--- src/rtl/dram_access_arbiter.sv ---
// Shares one DRAM sequencer port between two round-robin clients and a CBR refresh scheduler.
// Define ARB_TIMEOUT_EN to add a BUSY watchdog that aborts accesses lacking mem_ack.
module dram_access_arbiter #(
  parameter int unsigned REF_INTERVAL = 156,
  parameter int unsigned DEBT_MAX     = 8,
  parameter int unsigned URGENT       = 4,
  parameter int unsigned TIMEOUT      = 64
) (
  input  logic        clk,
  input  logic        rst,
  input  logic        cfg_we,
  input  logic [7:0]  cfg_wdata,
  input  logic        req0,
  input  logic        req1,
  input  logic        we0,
  input  logic        we1,
  input  logic [15:0] addr0,
  input  logic [15:0] addr1,
  input  logic [7:0]  wdata0,
  input  logic [7:0]  wdata1,
  output logic        ack0,
  output logic        ack1,
  output logic [7:0]  rdata0,
  output logic [7:0]  rdata1,
  output logic        mem_req,
  output logic        mem_ref,
  output logic        mem_we,
  output logic [15:0] mem_addr,
  output logic [7:0]  mem_wdata,
  input  logic        mem_ack,
  input  logic [7:0]  mem_rdata,
  output logic [3:0]  ref_debt,
  output logic        ref_ovf,
  output logic        err
);

  typedef enum logic [1:0] {IDLE = 2'd0, BUSY = 2'd1, DONE = 2'd2} state_t;
  typedef enum logic [1:0] {SRC_C0 = 2'd0, SRC_C1 = 2'd1, SRC_REF = 2'd2, SRC_NONE = 2'd3} src_t;

  state_t     state_r, state_s;
  src_t       sel_s, grant_r;
  logic [7:0] interval_r, timer_r;
  logic       last_grant_r;
  logic       tick_s, ref_start_s, abort_s;

  assign tick_s      = (interval_r != 8'd0) && (timer_r == 8'd0);
  assign ref_start_s = (state_r == IDLE) && (sel_s == SRC_REF);

`ifdef ARB_TIMEOUT_EN
  localparam int unsigned CW = $clog2(TIMEOUT + 1);
  logic [CW-1:0] busy_cnt_r;

  // Counts cycles spent waiting in BUSY; cleared everywhere else
  always_ff @(posedge clk) begin
    if (rst) begin
      busy_cnt_r <= {CW{1'b0}};
    end else if (state_r == BUSY) begin
      busy_cnt_r <= busy_cnt_r + CW'(1);
    end else begin
      busy_cnt_r <= {CW{1'b0}};
    end
  end

  assign abort_s = (state_r == BUSY) && !mem_ack && (busy_cnt_r == CW'(TIMEOUT - 1));
`else
  logic [31:0] unused_timeout_s;
  assign unused_timeout_s = TIMEOUT;
  assign abort_s = 1'b0;
`endif

  // Refresh interval register and countdown timer
  always_ff @(posedge clk) begin
    if (rst) begin
      interval_r <= 8'(REF_INTERVAL);
      timer_r    <= 8'(REF_INTERVAL - 1);
    end else if (cfg_we) begin
      interval_r <= cfg_wdata;
      timer_r    <= cfg_wdata - 8'd1;
    end else if (interval_r == 8'd0) begin
      timer_r    <= timer_r;
    end else if (timer_r == 8'd0) begin
      timer_r    <= interval_r - 8'd1;
    end else begin
      timer_r    <= timer_r - 8'd1;
    end
  end

  // Refresh debt: ticks add, refresh starts subtract, saturation raises the sticky overflow
  always_ff @(posedge clk) begin
    if (rst) begin
      ref_debt <= 4'd0;
      ref_ovf  <= 1'b0;
    end else begin
      if (tick_s && !ref_start_s) begin
        if (ref_debt != 4'(DEBT_MAX)) begin
          ref_debt <= ref_debt + 4'd1;
        end
      end else if (!tick_s && ref_start_s) begin
        ref_debt <= ref_debt - 4'd1;
      end
      if (cfg_we) begin
        ref_ovf <= 1'b0;
      end else if (tick_s && !ref_start_s && (ref_debt == 4'(DEBT_MAX))) begin
        ref_ovf <= 1'b1;
      end
    end
  end

  // IDLE arbitration: urgent refresh, then round-robin clients, then background refresh
  always_comb begin
    sel_s = SRC_NONE;
    if (ref_debt >= 4'(URGENT)) begin
      sel_s = SRC_REF;
    end else if (req0 && req1) begin
      sel_s = last_grant_r ? SRC_C0 : SRC_C1;
    end else if (req0) begin
      sel_s = SRC_C0;
    end else if (req1) begin
      sel_s = SRC_C1;
    end else if (ref_debt != 4'd0) begin
      sel_s = SRC_REF;
    end else begin
      sel_s = SRC_NONE;
    end
  end

  // FSM state register
  always_ff @(posedge clk) begin
    if (rst) begin
      state_r <= IDLE;
    end else begin
      state_r <= state_s;
    end
  end

  // FSM next state
  always_comb begin
    state_s = state_r;
    case (state_r)
      IDLE: begin
        if (sel_s != SRC_NONE) begin
          state_s = BUSY;
        end else begin
          state_s = IDLE;
        end
      end
      BUSY: begin
        if (mem_ack || abort_s) begin
          state_s = DONE;
        end else begin
          state_s = BUSY;
        end
      end
      DONE:    state_s = IDLE;
      default: state_s = IDLE;
    endcase
  end

  // Registered sequencer attributes, client completion pulses and read data
  always_ff @(posedge clk) begin
    if (rst) begin
      mem_req      <= 1'b0;
      mem_ref      <= 1'b0;
      mem_we       <= 1'b0;
      mem_addr     <= 16'd0;
      mem_wdata    <= 8'd0;
      ack0         <= 1'b0;
      ack1         <= 1'b0;
      rdata0       <= 8'd0;
      rdata1       <= 8'd0;
      err          <= 1'b0;
      grant_r      <= SRC_NONE;
      last_grant_r <= 1'b1;
    end else begin
      ack0 <= 1'b0;
      ack1 <= 1'b0;
      err  <= 1'b0;
      case (state_r)
        IDLE: begin
          grant_r <= sel_s;
          case (sel_s)
            SRC_C0: begin
              mem_req      <= 1'b1;
              mem_ref      <= 1'b0;
              mem_we       <= we0;
              mem_addr     <= addr0;
              mem_wdata    <= wdata0;
              last_grant_r <= 1'b0;
            end
            SRC_C1: begin
              mem_req      <= 1'b1;
              mem_ref      <= 1'b0;
              mem_we       <= we1;
              mem_addr     <= addr1;
              mem_wdata    <= wdata1;
              last_grant_r <= 1'b1;
            end
            SRC_REF: begin
              mem_req   <= 1'b1;
              mem_ref   <= 1'b1;
              mem_we    <= 1'b0;
              mem_addr  <= 16'd0;
              mem_wdata <= 8'd0;
            end
            default: mem_req <= 1'b0;
          endcase
        end
        BUSY: begin
          if (mem_ack || abort_s) begin
            mem_req <= 1'b0;
            err     <= abort_s;
            ack0    <= (grant_r == SRC_C0);
            ack1    <= (grant_r == SRC_C1);
            if ((grant_r == SRC_C0) && (abort_s || !mem_we)) begin
              rdata0 <= abort_s ? 8'hFF : mem_rdata;
            end
            if ((grant_r == SRC_C1) && (abort_s || !mem_we)) begin
              rdata1 <= abort_s ? 8'hFF : mem_rdata;
            end
          end
        end
        DONE:    mem_req <= 1'b0;
        default: mem_req <= 1'b0;
      endcase
    end
  end

endmodule

--- config.mk ---
export PLATFORM = sky130hd
export DESIGN_NAME = dram_access_arbiter
export DESIGN_NICKNAME = d
export VERILOG_FILES = /design/src/rtl/dram_access_arbiter.sv
export SDC_FILE = /design/constraint.sdc
export NUM_CORES = 1
export LEC_CHECK = 0
export ABC_AREA = 1
export BUFFER_PORTS_ARGS = -buffer_cell sky130_fd_sc_hd__buf_2
export CAP_MARGIN = 20
export CORE_AREA = 2 2 93 95
export CTS_BUF_LIST = sky130_fd_sc_hd__clkbuf_2
export DETAILED_ROUTE_END_ITERATION = 10
export DIE_AREA = 0 0 95 97
export PLACE_DENSITY_LB_ADDON = 0.15
export SLEW_MARGIN = 20
export SYNTH_ARGS = -nofsm -noshare
export SYNTH_HDL_FRONTEND = slang
export SYNTH_SLANG_ARGS = --single-unit
--- constraint.sdc ---
create_clock -name clk -period 3.3 [get_ports clk]
set_input_delay 0.825 -clock clk [delete_from_list [all_inputs] [get_ports clk]]
set_output_delay 0.825 -clock clk [all_outputs]
set_load 0.01 [all_outputs]
# [Yosys cells after proc, flatten, opt, wreduce, memory -nomap -nowiden]
# Index checks and enable logic that the tools add are counted.
[word_totals] regBits=71 input_bits=72 output_inout_bits=51 word_cells=89
[op_classes] add_sub_neg=5 order_cmp=1 eq_ne=10 muxes=23 bitwise=2 n_reduce_logical=32
[ops] op="$pmux W16 S3" count=1
[ops] op="$mux W8" count=3
[ops] op="$pmux W8 S3" count=1
[ops] op="$sub A8 B1 Y8 const B" count=3
[ops] op="$logic_not A8 Y1" count=2
[ops] op="$mux W4" count=3
[ops] op="$mux W2" count=5
[ops] op="$logic_and A1 B1 Y1" count=8
[ops] op="$reduce_and A2 Y1" count=4
[ops] op="$reduce_bool A8 Y1" count=1
[ops] op="$eq A2 B1 Y1 const B" count=3
[ops] op="$logic_not A2 Y1" count=3
[ops] op="$ne A2 B2 Y1 const B" count=3
[ops] op="$pmux W1 S2" count=3
[ops] op="$reduce_and A3 Y1" count=2
[ops] op="$reduce_bool A2 Y1" count=3
[ops] op="$reduce_or A3 Y1" count=2
[ops] op="$mux W1" count=5
[ops] op="$add A4 B1 Y4 const B" count=1
[ops] op="$eq A4 B4 Y1 const B" count=1
[ops] op="$ge A4 B3 Y1 const B" count=1
[ops] op="$ne A4 B4 Y1 const B" count=1
[ops] op="$pmux W2 S2" count=1
[ops] op="$reduce_bool A4 Y1" count=1
[ops] op="8 further kinds" count=12

# [Longest topological paths before layout]
[depth] word_depth=12 ltp_mapped=17 depth_no_buf=17

# [Worst setup path before layout]
# No wires, ideal clock.
[synth_timing] path_type="input-to-reg" from="input port req0" to="register ref_debt[3]" setup_time_ps=115 arrival_ps=2586 required_ps=3185 path_slack_ps=599 path_stages=14 n_path_buf=0 path_cell_list="inv_1 a21oi_1 inv_1 ha_1 nand2_1 nand3_2 ha_1 a21o_1 a21oi_1 nand4_1 nand2_1 clkinv_1 a21oi_1 nor2_1"
[synth_via] elab_chain_len=9 elab_cells_between_ends=13 cone_classes="eq/ne: 2; mux: 4; reduce/logical: 7"
[synth_lines] item="start: declaration" line_no="13" text="input logic req0,"
[synth_lines] item="$mux W2 / $logic_and A1 B1 Y1 (equally long branches)" line_no="116, 114"
[synth_lines] item="$mux W2 (*)" line_no="114" text="end else if (req0 && req1) begin"
[synth_lines] item="$mux W2 (*)" line_no="112" text="if (ref_debt >= 4'(URGENT)) begin"
[synth_lines] item="via sel_s[1]" line_no="41" text="src_t sel_s, grant_r;"
[synth_lines] item="$eq A2 B2 Y1 (*)" line_no="47" text="assign ref_start_s = (state_r == IDLE) && (sel_s == SRC_REF);"
[synth_lines] item="$logic_and A1 B1 Y1 (*)" line_no="47"
[synth_lines] item="$logic_not A1 Y1" line_no="94" text="if (tick_s && !ref_start_s) begin"
[synth_lines] item="$logic_and A1 B1 Y1" line_no="94"
[synth_lines] item="$ne A2 B1 Y1 (no line) / $reduce_bool A2 Y1 (equally long branches)"
[synth_lines] item="$reduce_and A2 Y1 (no line)"
[synth_lines] item="end signal: assignment" line_no="96" text="ref_debt <= ref_debt + 4'd1;"
[synth_lines] item="end signal: assignment" line_no="99" text="ref_debt <= ref_debt - 4'd1;"
[synth_lines] item="end: declaration" line_no="32" text="output logic [3:0] ref_debt,"
# Mark *: on every way through the listed nets, which the timed path passes. The rest lies on a longest branch.
# A chain may end at the register's enable or synchronous reset.

# [Worst setup path after layout]
[layout_timing] from="register ref_debt[2]" to="register ref_debt[3]"
[layout_via] elab_cells_between_ends=21 cone_classes="add/sub: 2; order compare: 1; eq/ne: 3; mux: 8; reduce/logical: 7"
[layout_lines] item="$ge A4 B3 Y1 (*)" line_no="112"
[layout_lines] item="$mux W2 (*)" line_no="112"
[layout_lines] item="via sel_s[1]" line_no="41"
[layout_lines] item="$eq A2 B2 Y1 (*)" line_no="47"
[layout_lines] item="$logic_and A1 B1 Y1 (*)" line_no="47"
[layout_lines] item="$logic_not A1 Y1" line_no="94"
[layout_lines] item="$logic_and A1 B1 Y1" line_no="94"
[layout_lines] item="$ne A2 B1 Y1 (no line) / $reduce_bool A2 Y1 (equally long branches)"
[layout_lines] item="$reduce_and A2 Y1 (no line)"
# Mark *: on every way through the listed nets, which the timed path passes. The rest lies on a longest branch. The select of a mux whose other input is x is not followed.

==> metrics.yaml <==
run_status:
  outcome: "finished, final reports clean"
clock_tree:
  clk_pin_slew_ns: 0.22
  root_buffer: "clkbuf_2"
  post_cts_buffers: 0
  clk_path_buf_depth: 2
  clk_latency_ns: 0.48
  cts_hold_buf: 0
  numCtsBuffers: 9
  postCtsResizedCells: 0
  clkSinkCount: 71
  htreeDepth: 3
  cts_tree: "yes"
placement:
  place_inst: 656
  dp_hpwl_um: 6368
  dpl_worst_slack_ns: 0.2341
  io_buffer_count: 121
  gp_congestion: 0.8115
timing:
  hold_slack_ns: 0.4839
  worst_pin_slew_ns: 0.8026
  hold_violations: 0
  finalMaxSlewViolations: 0
  worst_slack_ns: 0.6557
  setup_viol: 0
  slew-limit-headroom_pct: 46.43
  clock_skew_ns: 0.02786
  max_freq_ghz: 0.3782
  min_period_ns: 2.644
  rsz0062_at_grt: "false"
  period_share_pct: 80.13
  tns_ns: 0
global_routing:
  grt-ovfl-total: 0
  grt_pass1_wl_um: 15010
  grtUsageMet2_pct: 32.41
  track_usage_pct: 20.05
  grt_pass1_vias: 3291
  grt_max_degree: 36
  busiest_layer: "met2"
  use_met1_pct: 26.01
  use_met3_pct: 4.673
  antenna_found_initial: 0
setup_path:
  critPathKind: "flip-flop to flip-flop"
  crit_start: "ref_debt[2]$_SDFFE_PP0P_"
  cp_slowest_cell: "dfxtp_1"
  critical_path_buf_inv_count: 3
  critical-path-top-delay-family: "compound AO/OA/AOI/OAI gates"
  r2r_end: "ref_debt[3]$_SDFFE_PP0P_"
  required_ns: 3.72
  crit_top_cell: "a21oi_1"
  critPathCaptureType: "flip-flop"
  path_max_fanout: 5
  crit_path_start_kind: "flip-flop"
  crit_chain: "nor2_1 > inv_1 > a21oi_1 > inv_1 > ha_1 > nand2_1 > nand3_2 > ha_1 > a21o_1 > a21oi_1 > nand4_1 > nand2_1 > clkinv_1 > a21oi_1 > nor2_1"
  worstReg2RegStart: "ref_debt[2]$_SDFFE_PP0P_"
  slowest_delay_ns: 0.41
  crit_arrival_ns: 3.06
  r2r_cells: 15
  worst-path-stages: 15
  ff2ff_setup_slack_ns: 0.66
  setup.worst_path.end: "ref_debt[3]$_SDFFE_PP0P_"
die:
  fp.dieW_um: 95
  ios: 123
  rows: 33
  fp.dieH_um: 97
  die_area_um2: 9215
  core_um2: 8134
  start_util_pct: 41.52
drt:
  drc: 0
  drt_wl_total_um: 8992
  vias: 3375
  drt_first_iter_violations: 103
  first_pass_iters: 4
  via_per_inst: 5.022
  final_antenna_net_count: 0
  wire_per_inst_um: 13.38
yosys:
  yosysTopAreaCell: "dfxtp_1"
  synth-seq-area-share_pct: 42.09
  synth_most_common_cell: "dfxtp_1"
  yosys-top-cells-count: "dfxtp_1, a21oi_1, nor2_1"
  ys_async_sr_fraction_pct: 0
  ys_top_cells_by_area: "dfxtp_1, a21oi_1, o21ai_0, nor2_1, nand3_1"
  synth_top_cell_area_share_pct: 42.09
  synthCells: 451
  syn_nets: 531
  ys_warn_count: 0
  synth-seq-cells: 71
  synth-edff-count: 0
  syn-cell-area_um2: 3377
  synthFlopType: "dfxtp_1"
  avgSynthCellArea_um2: 7.488
  yosys.cell_types.count: 39
hold_path:
  hold_depth: 2
  min_path_type: "flip-flop to flip-flop"
pwr:
  leakage_uw: 0.002016
  irDropWorstVdd_mv: 0.4338
  p_per_area_nw_per_um2: 783.7
final_layout:
  nNetsFinal: 642
  areaGrowthSynthToFinish_pct: 22.42
  final_cells: 672
  fillCellCount: 835
  drive_above_1_share_pct: 30.86
  diodes: 0
run:
  cap_violations: 0
==> layout make-up <==
type / count / area [µm²] / area share, %
inverters: 39 / 146.4 / 3.541
multi-input cells: 316 / 1678 / 40.59
flip-flops and latches: 71 / 1421 / 34.38
repair buffers: 125 / 648.1 / 15.68
clock buffers: 9 / 45.04 / 1.090
well taps: 105 / 131.4 / 3.178
clock inverters: 7 / 63.81 / 1.544
==> where the power goes <==
part           internal, µW  total, µW  switching (µW)
Sequential             1050       1190             140
Combinational           520       1560            1040
Clock                   169        483             314
==> metrics by stage <==
step                utilization, %  power [µW]  instance area, µm²
CTS                          50.82        3267                4134
finish                       50.82        3240                4134
global placement             49.48        2770                4025
detailed placement           49.48        2776                4025
floorplan                        -        2286                3377
global route                 50.82        3541                4134
==> registers in the layout, summed over array words and instances (netlist names), 2 cells and up <==
name        count
grant_r         2
ref_debt        4
rdata0          8
rdata1          8
mem_addr       16
mem_wdata       8
state_r         2
interval_r      8
timer_r         8
==> logic make-up (layout without fill, tap and decap cells) <==
| family | Yosys count | after routing | synth area share (%) |
|---|---|---|---|
| adder cells (fa/ha/maj) | 8 | 8 | 3.186 |
| AO/OA/AOI/OAI | 135 | 135 | 21.93 |
| buffers and inverters | 64 | 180 | 8.225 |
| XOR/XNOR | 2 | 2 | 0.5188 |
| other | 1 | 1 | 0.1110 |
| AND/OR/NAND/NOR | 170 | 170 | 23.93 |
| flip-flops | 71 | 71 | 42.09 |
==> worst register-to-register path, cell delays in order, from the launching register on <==
cell and delay, ns:
dfxtp_1 0.41, nor2_1 0.15, inv_1 0.05, a21oi_1 0.26
inv_1 0.11, ha_1 0.23, nand2_1 0.13, nand3_2 0.14
ha_1 0.32, a21o_1 0.17, a21oi_1 0.16, nand4_1 0.11
nand2_1 0.09, clkinv_1 0.07, a21oi_1 0.13, nor2_1 0.06
==> worst min-delay path by stage <==
stage                              startpoint                        end  slack [ns]
finish                   mem_ref$_SDFFE_PP0P_       mem_ref$_SDFFE_PP0P_        0.48
global route                     mem_rdata[7]     rdata1[7]$_SDFFE_PP0P_        0.50
CTS                      mem_ref$_SDFFE_PP0P_       mem_ref$_SDFFE_PP0P_        0.48
detailed placement       mem_ref$_SDFFE_PP0P_       mem_ref$_SDFFE_PP0P_        0.46
global placement         ref_ovf$_SDFFE_PP0P_       ref_ovf$_SDFFE_PP0P_        0.45
floorplan           last_grant_r$_SDFFE_PP1P_  last_grant_r$_SDFFE_PP1P_        0.45
==> per-layer routing <==
metal | part of all wire (%) | vias up
met5 | 0 | -
met1 | 46 | 1536
met3 | 5.7 | 12
li1 | - | 1731
met2 | 47 | 96
met4 | 1.5 | 0
==> cells in the final DEF (no fill, tap or decap), types with 2 or more instances in the layout <==
master and count:
o22ai_1 3, inv_2 11, o21ai_0 49, clkbuf_2 9
clkinv_1 4, nor2_1 61, nor2_4 2, clkinv_2 2
nand2_1 46, ha_1 7, nand3_2 3, buf_4 3
a21oi_1 61, buf_2 121, inv_1 26, nor2_2 5
dfxtp_1 71, nor4_4 2, nand4_1 4, a21oi_4 2
a21oi_2 2, o21ai_1 7, or2_4 2, o211ai_1 3
nor4_1 2, nand3_1 35, nand2_2 6, o21bai_1 5
Power figures use the tool's default switching activity.
